--- src/rtl/fifo_pkg.sv ---
// fifo_pkg
// Shared definitions for the parametrised FIFO family.
//   clog2()     : ceiling log2, for callers that derive ADDR_WIDTH from a depth
//   ptr_width() : pointer width convention, ADDR_WIDTH plus one wrap bit
package fifo_pkg;

   function automatic int clog2(input int value);
      int result;
      result = 0;
      while ((1 << result) < value) begin
         result = result + 1;
      end
      return result;
   endfunction

   // The extra MSB distinguishes full from empty when the low bits match.
   function automatic int ptr_width(input int addr_width);
      return addr_width + 1;
   endfunction

endpackage

--- src/rtl/fifo_ram.sv ---
// fifo_ram
// DEPTH x DATA_WIDTH storage for fifo_param: one synchronous write port,
// one asynchronous read port.
//   clk   : write clock, rising edge
//   we    : write enable
//   waddr : write address
//   wdata : write data
//   raddr : read address
//   rdata : read data, combinational from raddr
module fifo_ram #(
   parameter int DATA_WIDTH = 8,
   parameter int ADDR_WIDTH = 3
) (
   input  logic                  clk,
   input  logic                  we,
   input  logic [ADDR_WIDTH-1:0] waddr,
   input  logic [DATA_WIDTH-1:0] wdata,
   input  logic [ADDR_WIDTH-1:0] raddr,
   output logic [DATA_WIDTH-1:0] rdata
);

   localparam int DEPTH = 1 << ADDR_WIDTH;

   logic [DATA_WIDTH-1:0] mem [DEPTH];

   // NOTE: the storage array has no reset; the pointers alone decide which
   // entries are valid, so clearing it would only cost area and timing.
   always_ff @(posedge clk) begin
      if (we) begin
         mem[waddr] <= wdata;
      end
   end

   assign rdata = mem[raddr];

endmodule

--- src/rtl/fifo_param.sv ---
// fifo_param
// Parametrised single-clock first-word-fall-through FIFO with occupancy
// count, programmable almost-full/almost-empty flags, synchronous flush
// and sticky overflow/underflow flags.
//   clk             : clock, rising edge
//   reset           : synchronous, active-low
//   io_din          : write data
//   io_push         : write request
//   io_pop          : read request, consumes the entry on io_dout
//   io_clear        : synchronous flush of pointers and count
//   io_err_clr      : clears the sticky error flags
//   io_dout         : head entry, valid while !io_empty
//   io_empty        : count == 0
//   io_full         : count == DEPTH
//   io_almost_empty : count <= AEMPTY_LEVEL
//   io_almost_full  : count >= AFULL_LEVEL
//   io_count        : occupancy, 0..DEPTH
//   io_overflow     : sticky, a push was rejected
//   io_underflow    : sticky, a pop was rejected
module fifo_param
   import fifo_pkg::*;
#(
   parameter int DATA_WIDTH   = 8,
   parameter int ADDR_WIDTH   = 3,
   parameter int AFULL_LEVEL  = (1 << ADDR_WIDTH) - 1,
   parameter int AEMPTY_LEVEL = 1
) (
   input  logic                  clk,
   input  logic                  reset,
   input  logic [DATA_WIDTH-1:0] io_din,
   input  logic                  io_push,
   input  logic                  io_pop,
   input  logic                  io_clear,
   input  logic                  io_err_clr,
   output logic [DATA_WIDTH-1:0] io_dout,
   output logic                  io_empty,
   output logic                  io_full,
   output logic                  io_almost_empty,
   output logic                  io_almost_full,
   output logic [ADDR_WIDTH:0]   io_count,
   output logic                  io_overflow,
   output logic                  io_underflow
);

   localparam int PTR_W = ptr_width(ADDR_WIDTH);
   localparam logic [PTR_W-1:0] AFULL_C  = PTR_W'(AFULL_LEVEL);
   localparam logic [PTR_W-1:0] AEMPTY_C = PTR_W'(AEMPTY_LEVEL);
   localparam logic [PTR_W-1:0] ONE      = PTR_W'(1);

   logic [PTR_W-1:0] rd_ptr;
   logic [PTR_W-1:0] wr_ptr;
   logic [PTR_W-1:0] count;
   logic             overflow;
   logic             underflow;

   logic             empty;
   logic             full;
   logic             pop_ok;
   logic             push_ok;
   logic             ovf_set;
   logic             unf_set;

   // Status decoded from registers only, so no input reaches an output
   // combinationally.
   assign empty = (rd_ptr == wr_ptr);
   assign full  = (rd_ptr[ADDR_WIDTH-1:0] == wr_ptr[ADDR_WIDTH-1:0]) &&
                  (rd_ptr[ADDR_WIDTH] != wr_ptr[ADDR_WIDTH]);

   // A pop frees the slot this cycle, so a push into a full FIFO is accepted
   // alongside it. Flush swallows both requests and raises no error.
   assign pop_ok  = io_pop & ~empty & ~io_clear;
   assign push_ok = io_push & (~full | pop_ok) & ~io_clear;
   assign ovf_set = io_push & ~push_ok & ~io_clear;
   assign unf_set = io_pop & ~pop_ok & ~io_clear;

   // NOTE: state registers use non-blocking assignments so every register
   // samples the pre-edge values, independent of statement order.
   always_ff @(posedge clk) begin
      if (!reset) begin
         rd_ptr    <= '0;
         wr_ptr    <= '0;
         count     <= '0;
         overflow  <= 1'b0;
         underflow <= 1'b0;
      end else begin
         if (io_clear) begin
            rd_ptr <= '0;
            wr_ptr <= '0;
            count  <= '0;
         end else begin
            if (push_ok) begin
               wr_ptr <= wr_ptr + ONE;
            end
            if (pop_ok) begin
               rd_ptr <= rd_ptr + ONE;
            end
            if (push_ok && !pop_ok) begin
               count <= count + ONE;
            end else if (pop_ok && !push_ok) begin
               count <= count - ONE;
            end
         end
         // A new error in the same cycle as io_err_clr stays visible.
         overflow  <= ovf_set | (overflow & ~io_err_clr);
         underflow <= unf_set | (underflow & ~io_err_clr);
      end
   end

   fifo_ram #(
      .DATA_WIDTH(DATA_WIDTH),
      .ADDR_WIDTH(ADDR_WIDTH)
   ) u_ram (
      .clk  (clk),
      .we   (push_ok & reset),
      .waddr(wr_ptr[ADDR_WIDTH-1:0]),
      .wdata(io_din),
      .raddr(rd_ptr[ADDR_WIDTH-1:0]),
      .rdata(io_dout)
   );

   assign io_empty        = empty;
   assign io_full         = full;
   assign io_almost_empty = (count <= AEMPTY_C);
   assign io_almost_full  = (count >= AFULL_C);
   assign io_count        = count;
   assign io_overflow     = overflow;
   assign io_underflow    = underflow;

endmodule
--- config.mk ---
export PLATFORM = sky130hd
export DESIGN_NAME = fifo_param
export DESIGN_NICKNAME = d
export VERILOG_FILES = /design/src/rtl/fifo_pkg.sv /design/src/rtl/fifo_ram.sv /design/src/rtl/fifo_param.sv
export SDC_FILE = /design/constraint.sdc
export NUM_CORES = 1
export LEC_CHECK = 0
export ABC_AREA = 0
export CAP_MARGIN = 20
export CELL_PAD_IN_SITES_DETAIL_PLACEMENT = 0
export CELL_PAD_IN_SITES_GLOBAL_PLACEMENT = 1
export CORE_MARGIN = 2
export CORE_UTILIZATION = 30
export CTS_CLUSTER_SIZE = 12
export DETAILED_ROUTE_END_ITERATION = 16
export GPL_TIMING_DRIVEN = 0
export PLACE_DENSITY_LB_ADDON = 0.1
export SETUP_SLACK_MARGIN = 0.15
export SLEW_MARGIN = 5
export SYNTH_ARGS = -nofsm -noshare
export SYNTH_HDL_FRONTEND = slang
export SYNTH_HIERARCHICAL = 1
export SYNTH_SLANG_ARGS = --single-unit
--- constraint.sdc ---
create_clock -name clk -period 2.8 [get_ports clk]
set_clock_uncertainty 0.2 [all_clocks]
set_input_delay 0.84 -clock clk [delete_from_list [all_inputs] [get_ports clk]]
set_output_delay 0.84 -clock clk [all_outputs]
set_load 0.02 [all_outputs]
=== Word-level counts from Yosys, hierarchy flattened ===
Memory sizes are Yosys's and may differ from the RTL's. A register that Yosys moved wholly into a read port is not among the register bits.
Index checks and enable logic that the tools add are counted.

* Flip-flop bits (word level): 14
* RAM bits: 64
* Input bits: 14
* Output and inout port bits: 18
* Logic and storage cells: 49
* Memories kept: 1

{| class="wikitable"
|+ Memories
! name !! words !! width !! rd ports !! clocked after Yosys merged registers in !! write ports !! line !! source
|-
| u_ram.mem || 8 || 8 || 1 || 1 || 1 || fifo_ram.sv:24 || <nowiki>logic [DATA_WIDTH-1:0] mem [DEPTH];</nowiki>
|}

* Add/sub/neg operators: 4
* Magnitude comparators: 2
* Equal/unequal tests: 3
* Muxes and demuxes: 6
* Bitwise gates (word level): 21
* Reductions and logical operators: 7

{| class="wikitable"
|+ Operators by type and width
! operator !! number
|-
| $add A4 B1 Y4 const B || 3
|-
| $and A1 B1 Y1 || 11
|-
| $mux W4 || 2
|-
| $not A1 Y1 || 7
|-
| $mux W3 || 2
|-
| $eq A4 B4 Y1 || 1
|-
| $ge A4 B3 Y1 const B || 1
|-
| $le A4 B1 Y1 const B || 1
|-
| $sub A4 B1 Y4 const B || 1
|-
| $eq A3 B3 Y1 || 1
|-
| $logic_and A1 B1 Y1 || 3
|-
| $or A1 B1 Y1 || 3
|-
| $logic_not A1 Y1 || 2
|-
| $mux W1 || 2
|-
| $reduce_bool A2 Y1 || 1
|-
| $reduce_or A2 Y1 || 1
|-
| $ne A1 B1 Y1 || 1
|}

=== Depth between registers and ports, before layout ===
Gate-level depths: netlist of run 1.

* Depth after elaboration: 11
* Depth in mapped cells: 6

=== By module ===
Netlist of run 1, hierarchy kept.

{| class="wikitable"
|+ By module, submodules not included
! module !! instances !! cells an instance !! area each (um^2) !! seq. area each (um^2)
|-
| fifo_ram || 1 || 106 || 2531.2 || 1921.8
|-
| fifo_param || 1 || 109 || 900.9 || 280.3
|}

=== Least setup slack after synthesis of run 1 ===
Ideal clock, no wire load.

* Path type: input to register
* Start point: in io_pop
* End point: mem u_ram.mem[4][0], enable pin
* Arrival time: 2.102 ns
* Data required time: 2.217 ns
* Setup slack: 0.114 ns
* Stages on the path: 5
* Path buffers: 1
* Cells stage by stage: clkbuf_1 > o21ai_1 > nor2_1 > nand2_1 > nor3_1

* Longest elaborated chain between the ends: 8

{| class="wikitable"
|+ Ends and longest elaborated chain
! element !! line !! source
|-
| start, declared || fifo_param.sv:32 || <nowiki>input logic io_pop,</nowiki>
|-
| $and A1 B1 Y1 (2 in series) || fifo_param.sv:71 || <nowiki>assign pop_ok = io_pop & ~empty & ~io_clear;</nowiki>
|-
| $or A1 B1 Y1 || fifo_param.sv:72 || <nowiki>assign push_ok = io_push & (~full | pop_ok) & ~io_clear;</nowiki>
|-
| $and A1 B1 Y1 (2 in series) || fifo_param.sv:72 ||
|-
| $and A1 B1 Y1 || fifo_param.sv:114 || <nowiki>.we (push_ok & reset),</nowiki>
|-
| $mux W1 || fifo_ram.sv:29 || <nowiki>if (we) begin</nowiki>
|-
| $mux W1 (implied by the code) || fifo_ram.sv:30 || <nowiki>mem[waddr] <= wdata;</nowiki>
|-
| end, declared || fifo_ram.sv:24 ||
|}

No other way between the ends.

==> results.yml, run 1 <==
outcome:
  status: "complete, but fails checks"
  violations: "negative setup slack"
logic_synthesis:
  synth-async-reset-ratio: 0
  ys_seq_elements: 78
  synth.avg_cell_area_um2: 16.0
  synth_cells: 215
  synth_edf_count: 64
  ys.flop_type: "edfxtp_1"
  syn_area_um2: 3430
  yosys_warnings: 6
  syn_nets: 234
  ys_seq_area_frac: 0.642
  ys_types: 38
detailed_routing:
  drtIter0Drc: 103
  viasPerCell: 4.75
  post_drt_wl_per_cell_um: 18.1
  antenna_left: 0
  num_vias: 2048
  first_pass_iters: 4
  drc: 0
  finalWirelength_um: 7800
grt:
  grt_max_degree: 17
  overflow: 0
  grt_usage: 0.136
  grt_pass1_vias: 2180
  antenna_found_initial: 0
  grt_first_pass_wirelength_um: 12500
setup_path:
  cp-end-kind: "primary output"
  cp_common_cell: "buf_12"
  start_kind: "register"
  arrival_ns: 1.87
  critPathBufInv: 3
  cp_cell_sequence: "buf_12 > buf_12 > mux4_2 > mux2_4 > buf_6"
  cp.required_ns: 1.76
  slowest_delay_ns: 0.51
  worstSetupPathType: "register to primary output"
  critPathMaxFanout: 5
  crit_family: "multiplexers"
  slowest_stage: "mux4_2"
timing:
  slew_headroom: 0.651
  holdWs_ns: 0.303
  worst_pin_slew_ns: 0.523
  final-max-slew-violation-count: 0
  setup_viol: 8
  rsz0062_at_grt: "yes"
  finalHoldViolCount: 0
  setup_ws_ns: -0.112
  timing.final.crit_share: 1.04
  max_freq_ghz: 0.343
  fin_crit_ns: 2.91
layout:
  diodes: 0
  postLayoutCoreUtil: 0.410
  area.growth.synth_to_final_pct: 34.6
  nets: 302
  design_area_um2: 4620
  nFillCells: 1052
  drive_above_1_share: 0.382
  final_common_cell: "edfxtp_1"
  layout_common_cells: "edfxtp_1 (64), buf_4 (22), clkdlybuf4s50_1 (16), mux4_2 (16), nor2_1 (14)"
  multi_input_area_um2: 1230
  regArea_um2: 2220
clock_tree:
  tritoncts: "built"
  cts-root-buf: "clkbuf_16"
  cts.sink_count: 78
  htree_levels: 3
  cts_hold_buf: 0
  cts.path.max_buffers: 2
  clk-insertion-delay-late_ns: 0.33
  clkTransAtPathRegs_ns: 0.06
  cts_made_buffers: 9
placed_design:
  hpwl_um: 4780
  port_buffers: 30
  place_ws_ns: -1.01
  dpl_cell_area_um2: 3920
  routabilityCongestion: 0.699
floorplan:
  rows: 39
  dieArea_um2: 12300
  die_h_um: 111
  io-pin-count: 32
  start_util: 0.304
  die_x_um: 111
  coreArea_um2: 11300
power:
  p_per_area_nw_per_um2: 544
  ir_worst_vdd_uv: 240
  power_leakage_nw: 1.56
  total_power_mw: 2.51
min_path:
  hold_class: "register to register"
run:
  drv_cap: 0
per-stage QoR:
stage / setup TNS [ns] / instances
after global placement: -62.62 / 388
after CTS: -1.10 / 429
after floorplan: 0 / 215
after detailed placement: -66.01 / 388
after global routing: -1.10 / 431
final: -0.756 / 431
worst paths after layout:
kind,cells after the start,slack (ns),to,start
setup / recovery,5,-0.11,io_dout[2],rd_ptr[0]
hold / removal,2,0.30,io_overflow,io_overflow
setup reg to reg,10,0.33,u_ram/mem[0][0],rd_ptr[0]
hold reg to reg,2,0.30,io_overflow,io_overflow
cell type report:
type                            count  area share
Sequential cell                    78       0.481
Multi-Input combinational cell    121       0.267
Timing Repair Buffer               57       0.125
Clock buffer                        9      0.0488
Tap cell                          143      0.0387
Buffer                              8      0.0179
Clock inverter                      7      0.0138
Inverter                            8     0.00759
power by group:
group          internal (mW)  leakage [nW]  switching [mW]
sequential              1.26         0.695         0.00635
combinational         0.0579         0.727          0.0653
clock                  0.620         0.136           0.504
total                   1.93          1.56           0.576
worst reg2reg max path, stage by stage (launching register included):
cell	delay (ns)
dfxtp_4	0.35
buf_4	0.14
buf_12	0.12
xnor2_4	0.20
nand4_1	0.17
buf_4	0.19
o21ai_1	0.30
nor2_2	0.09
nand2b_2	0.21
nor3_4	0.08
buf_4	0.18
state kept, by name, summed over array words and instances (netlist names):
signal / flops
u_ram/mem: 64
io_count: 4
rd_ptr: 4
wr_ptr: 4
io_overflow: 1
io_underflow: 1
cells in the mapped netlist (2+ instances only):
| cell type | n | area [um^2] |
|---|---|---|
| mux2_2 | 8 | 90.1 |
| xnor2_1 | 4 | 35.0 |
| edfxtp_1 | 64 | 1920 |
| inv_1 | 7 | 26.3 |
| o21ai_1 | 2 | 10.0 |
| xor2_1 | 6 | 52.6 |
| clkbuf_1 | 4 | 15.0 |
| dfxtp_1 | 14 | 280 |
| nand2b_1 | 6 | 37.5 |
| and3_1 | 2 | 12.5 |
| a21oi_1 | 6 | 30.0 |
| nand2_1 | 6 | 22.5 |
| nor2b_1 | 3 | 18.8 |
| nand3_1 | 7 | 35.0 |
| xnor2_2 | 4 | 65.1 |
| ha_1 | 5 | 62.6 |
| mux4_1 | 15 | 394 |
| o21ai_0 | 4 | 20.0 |
| o211ai_1 | 4 | 30.0 |
| nor3_1 | 5 | 25.0 |
| a31oi_1 | 2 | 12.5 |
| nor2_1 | 21 | 78.8 |
layer usage:
metal	global-route usage	vias to the layer above	wire length, um
met3	0.0252	9	240
met2	0.205	43	3580
met4	0.0542	0	106
met1	0.193	1031	3880
met5	0	-	0
li1	-	965	-
cells by family after synthesis:
kind of cell	after synthesis	synth area share
flip-flops	78	0.642
AND/OR/NAND/NOR	56	0.0809
multiplexers	25	0.151
AO/OA/AOI/OAI	21	0.0394
buffers and inverters	16	0.0248
XOR/XNOR	14	0.0445
adder cells (fa/ha/maj)	5	0.0182
timing repair:
| item | CTS | global route |
|---|---|---|
| gates resized for setup | 122 | 15 |
| pin swaps | 11 | 2 |
| endpoints found under the setup margin | 76 | 27 |
| setup buffers | 24 | 2 |
| gates cloned | 1 | 0 |
Note: power is estimated with default switching activity, not from simulation.
==> inputs of run 2 (changes only) <==
--- a/config.mk
+++ b/config.mk
@@ -10,7 +10,7 @@
 export CELL_PAD_IN_SITES_DETAIL_PLACEMENT = 0
 export CELL_PAD_IN_SITES_GLOBAL_PLACEMENT = 1
 export CORE_MARGIN = 2
-export CORE_UTILIZATION = 30
+export CORE_UTILIZATION = 51
 export CTS_CLUSTER_SIZE = 12
 export DETAILED_ROUTE_END_ITERATION = 16
 export GPL_TIMING_DRIVEN = 0
==> constraint.sdc (replaced) <==
create_clock -name clk -period 3.7 [get_ports clk]
set_clock_uncertainty 0.2 [all_clocks]
set_input_delay 1.11 -clock clk [delete_from_list [all_inputs] [get_ports clk]]
set_output_delay 1.11 -clock clk [all_outputs]
set_load 0.02 [all_outputs]
==> results.yml, run 2 (synthesized netlist as in run 1, its figures left out) <==
outcome:
  status: "completed"
placed_design:
  routabilityCongestion: 0.745
  hpwl_um: 4090
  dp.cells: 322
  port_buffers: 30
  place_ws_ns: -0.350
setup_path:
  cp.required_ns: 3.48
  arrival_ns: 3.36
  slowest_delay_ns: 0.64
  critPathBufInv: 1
  reg2reg_slack_ns: 1.05
  worstSetupPathType: "input port to register"
  slowest_stage: "clkdlybuf4s50_1"
  start_kind: "input port"
  critPathMaxFanout: 8
  cp-end-kind: "register"
  cp_cell_sequence: "clkdlybuf4s50_1 > nor2b_1 > o21ai_1 > nor2_1 > nand2b_1 > nor2_2"
  crit_family: "simple AND/OR/NAND/NOR gates"
clock_tree:
  cts.sink_count: 78
  htree_levels: 3
  cts.path.max_buffers: 2
  cts_hold_buf: 0
  clkTransAtPathRegs_ns: 0.07
  tritoncts: "built"
  cts_made_buffers: 9
  clk-insertion-delay-late_ns: 0.34
  cts-root-buf: "clkbuf_8"
detailed_routing:
  post_drt_wl_per_cell_um: 18.6
  antenna_left: 0
  drtIter0Drc: 72
  first_pass_iters: 4
  drc: 0
  num_vias: 1909
  finalWirelength_um: 6340
  viasPerCell: 5.61
timing:
  slew_headroom: 0.576
  rsz0062_at_grt: "yes"
  setup_ws_ns: 0.115
  holdWs_ns: 0.292
  fin_crit_ns: 3.59
  max_freq_ghz: 0.279
  setup_viol: 0
  worst_pin_slew_ns: 0.636
  finalHoldViolCount: 0
  timing.final.crit_share: 0.969
  final-max-slew-violation-count: 0
power:
  ir_worst_vdd_uv: 232
  p_per_area_nw_per_um2: 416
  power_leakage_nw: 1.35
floorplan:
  die_h_um: 86.0
  coreArea_um2: 6420
  dieArea_um2: 7400
  die_x_um: 86.0
  start_util: 0.534
  rows: 29
  io-pin-count: 32
min_path:
  hold_class: "register to register"
grt:
  grt_max_degree: 14
  antenna_found_initial: 0
  overflow: 0
  grt_first_pass_wirelength_um: 9960
  grt_pass1_vias: 1854
  grt_usage: 0.186
layout:
  area.growth.synth_to_final_pct: 20.3
  final_cells: 340
  nets: 277
  largest_register_ffs: 64
  layout_common_cells: "edfxtp_1 (64), clkdlybuf4s50_1 (22), nor2_1 (15), mux4_1 (15), dfxtp_1 (11)"
  largest-register: "u_ram/mem"
  drive_above_1_share: 0.183
  final_common_cell: "edfxtp_1"
  diodes: 0
run:
  drv_cap: 0
## run 2: cell types whose count changed in the layout (fill, tap and decap cells not counted), sizes merged, moves of 2 or more
| cell | delta |
|---|---|
| bufinv | +2 |
| inv | -3 |
| clkdlybuf4s15 | +5 |
| buf | -35 |
| clkdlybuf4s50 | +6 |
## run 2: timing repair
| action | 4_1_cts | 5_1_grt |
|---|---|---|
| setup buffers | 0 | 2 |
| pin swaps | 0 | 1 |
| setup endpoints to repair | 72 | 72 |
| resized for setup | 16 | 15 |
## run 2: layout make-up
| class | count | area, um^2 |
|---|---|---|
| clock buffer | 10 | 128 |
| sequential | 78 | 2210 |
| timing repair buffer | 32 | 333 |
| multi-input combinational | 121 | 1180 |
| tap | 77 | 96.3 |
| clock inverter | 6 | 85.1 |
| fill | 498 | 2290 |
| inverter | 8 | 30.0 |
| buffer | 8 | 65.1 |
## run 2: layer usage
layer,global-route usage,wire (um)
met5,0,0
met4,0.0664,83
met3,0.0414,224
met2,0.264,2820
met1,0.284,3210
## run 2: stage by stage
stage	util	instance area [um^2]	setup TNS, ns	total power, mW
2_1_floorplan	-	3430	0	1.02
3_3_place_gp	0.596	3830	-26.30	1.06
3_5_place_dp	0.598	3840	-19.97	1.06
4_1_cts	0.632	4060	0	1.73
5_1_grt	0.643	4130	0	1.77
6_report	0.643	4130	0	1.72
## run 2: power breakdown
part	switching (mW)	total [mW]	internal [mW]
clock network	0.301	0.680	0.379
logic	0.0456	0.0826	0.0370
registers	0.00414	0.956	0.952
## run 2: worst paths after layout
| kind | to | startpoint | depth (start not counted) |
|---|---|---|---|
| worst max-delay path | u_ram/mem[2][7] | io_push | 6 |
| worst min-delay path | io_overflow | io_overflow | 2 |
| worst max register to register | u_ram/mem[2][7] | wr_ptr[1] | 6 |
| worst min register to register | io_overflow | io_overflow | 2 |
## run 2: worst register-to-register path, stage by stage, from the launching register on
cell and delay, ns:
dfxtp_1 0.61, xnor2_2 0.18, nand4_1 0.21, o21ai_1 0.16
nor2_1 0.18, nand2b_1 0.20, nor2_2 0.55
==> inputs of run 3 (changes only) <==
--- a/config.mk
+++ b/config.mk
@@ -10,7 +10,8 @@
 export CELL_PAD_IN_SITES_DETAIL_PLACEMENT = 0
 export CELL_PAD_IN_SITES_GLOBAL_PLACEMENT = 1
 export CORE_MARGIN = 2
-export CORE_UTILIZATION = 51
+export CORE_UTILIZATION = 54
+export CTS_BUF_LIST = sky130_fd_sc_hd__clkbuf_4
 export CTS_CLUSTER_SIZE = 12
 export DETAILED_ROUTE_END_ITERATION = 16
 export GPL_TIMING_DRIVEN = 0
==> results.yml, run 3 (synthesized netlist as in run 1, its figures left out) <==
outcome:
  status: "completed"
power:
  power_leakage_nw: 1.32
  p_per_area_nw_per_um2: 359
  clockPowerShare: 0.291
  intPower_mw: 1.13
  power_frac_comb: 0.057
  total_power_mw: 1.46
  switching_share: 0.228
  p_sw_mw: 0.334
  ir_worst_vdd_uv: 245
  seqPwrFrac: 0.652
detailed_routing:
  num_vias: 1923
  first_pass_iters: 5
  finalWirelength_um: 6540
  viasPerCell: 5.62
  drtIter0Drc: 139
  post_drt_wl_per_cell_um: 19.1
  drc: 0
  antenna_left: 0
setup_path:
  cp.required_ns: 2.39
  worstSetupPathType: "register to primary output"
  cp-end-kind: "primary output"
  arrival_ns: 2.15
  reg2reg_slack_ns: 1.20
  critPathMaxFanout: 8
  worstRegToRegCells: 7
  start_kind: "register"
clock_tree:
  cts.path.max_buffers: 2
  cts-root-buf: "clkbuf_4"
  clkTransAtPathRegs_ns: 0.12
  cts.sink_count: 78
  cts_hold_buf: 0
  clk-insertion-delay-late_ns: 0.40
  cts_made_buffers: 9
  htree_levels: 3
  tritoncts: "built"
floorplan:
  io-pin-count: 32
  coreArea_um2: 6240
  die_h_um: 83.7
  start_util: 0.550
  die_x_um: 83.7
  rows: 29
  dieArea_um2: 7010
timing:
  timing.final.crit_share: 0.934
  rsz0062_at_grt: "no"
  slew_headroom: 0.579
  finalHoldViolCount: 0
  final-max-slew-violation-count: 0
  fin_crit_ns: 3.46
  max_freq_ghz: 0.289
  setup_viol: 0
  worst_pin_slew_ns: 0.631
grt:
  grt_usage: 0.188
  grt_max_degree: 14
  overflow: 0
  grt_first_pass_wirelength_um: 9700
  grt_pass1_vias: 1769
  antenna_found_initial: 0
placed_design:
  hpwl_um: 4160
  routabilityCongestion: 0.789
  port_buffers: 30
  dp.cells: 323
layout:
  drive_above_1_share: 0.223
  largest_register_ffs: 64
  diodes: 0
  regArea_um2: 2210
  multi_input_area_um2: 1210
  layout_common_cells: "edfxtp_1 (64), clkdlybuf4s50_1 (22), nor2_1 (15), mux4_1 (14), clkbuf_4 (11)"
  largest-register: "u_ram/mem"
  final_cells: 342
  nets: 279
  area.growth.synth_to_final_pct: 18.8
  nFillCells: 482
  final_common_cell: "edfxtp_1"
min_path:
  hold_class: "register to register"
  whs_path_depth: 2
run:
  drv_cap: 0
[run 3: changes by cell type in the layout (fill, tap and decap cells not counted), moves of 2 or more]
cell	delta
clkinvlp_4	+3
bufinv_16	-2
clkdlybuf4s15_2	+5
clkdlybuf4s15_1	-5
xnor2_2	-3
buf_2	+2
clkbuf_8	-9
buf_4	+2
xnor2_4	+3
clkbuf_4	+10
[run 3: layout make-up]
cell class / count / share of cell area
Buffer: 8 / 0.0172
Clock inverter: 6 / 0.00951
Multi-Input combinational cell: 121 / 0.298
Tap cell: 77 / 0.0236
Clock buffer: 10 / 0.0184
Timing Repair Buffer: 34 / 0.0835
Inverter: 8 / 0.00736
Sequential cell: 78 / 0.542
[run 3: critical path, cell delays in order, from the launching register on]
cell	delay, ns
dfxtp_4	0.37
buf_4	0.15
xnor2_4	0.22
nand4_4	0.19
inv_2	0.18
clkdlybuf4s50_1	0.63
[run 3: final timing paths]
| check | start | end |
|---|---|---|
| min | io_overflow | io_overflow |
| max | rd_ptr[0] | io_empty |
| min reg2reg | io_overflow | io_overflow |
| max reg2reg | rd_ptr[0] | u_ram/mem[6][3] |
[run 3: metal layers]
| layer | track usage | share of wire | vias to the layer above |
|---|---|---|---|
| met4 | 0.0704 | 0.010 | 0 |
| met5 | 0 | 0 | - |
| met2 | 0.272 | 0.47 | 42 |
| met3 | 0.0376 | 0.038 | 7 |
| met1 | 0.286 | 0.49 | 946 |
| li1 | - | - | 928 |
[run 3: power groups by stage]
stage / Combinational (mW) / Sequential, mW / Clock, mW
detailed placement: 0.0813 / 0.976 / 0
CTS: 0.0813 / 0.956 / 0.438
floorplan: 0.0380 / 0.977 / 0
finish: 0.0828 / 0.956 / 0.426
global route: 0.0895 / 0.956 / 0.479
global placement: 0.0791 / 0.976 / 0
[run 3: stage by stage]
| step | TNS (ns) | hold WS [ns] | cell area [um^2] | worst slack (ns) | util |
|---|---|---|---|---|---|
| 2_1_floorplan | 0 | 0.327 | 3430 | 0.744 | - |
| 3_3_place_gp | -24.01 | 0.270 | 3830 | -0.648 | 0.613 |
| 3_5_place_dp | -15.18 | 0.285 | 3840 | -0.316 | 0.615 |
| 4_1_cts | 0 | 0.315 | 3990 | 0.144 | 0.640 |
| 5_1_grt | 0 | 0.338 | 4080 | 0.156 | 0.653 |
| 6_report | 0 | 0.308 | 4080 | 0.244 | 0.653 |
[run 3: timing repair]
item                       4_1_cts  5_1_grt
pin swaps                        0        1
setup endpoints to repair       17       64
setup buffers                    1        1
resized for setup               31       16
gates cloned                     0        1
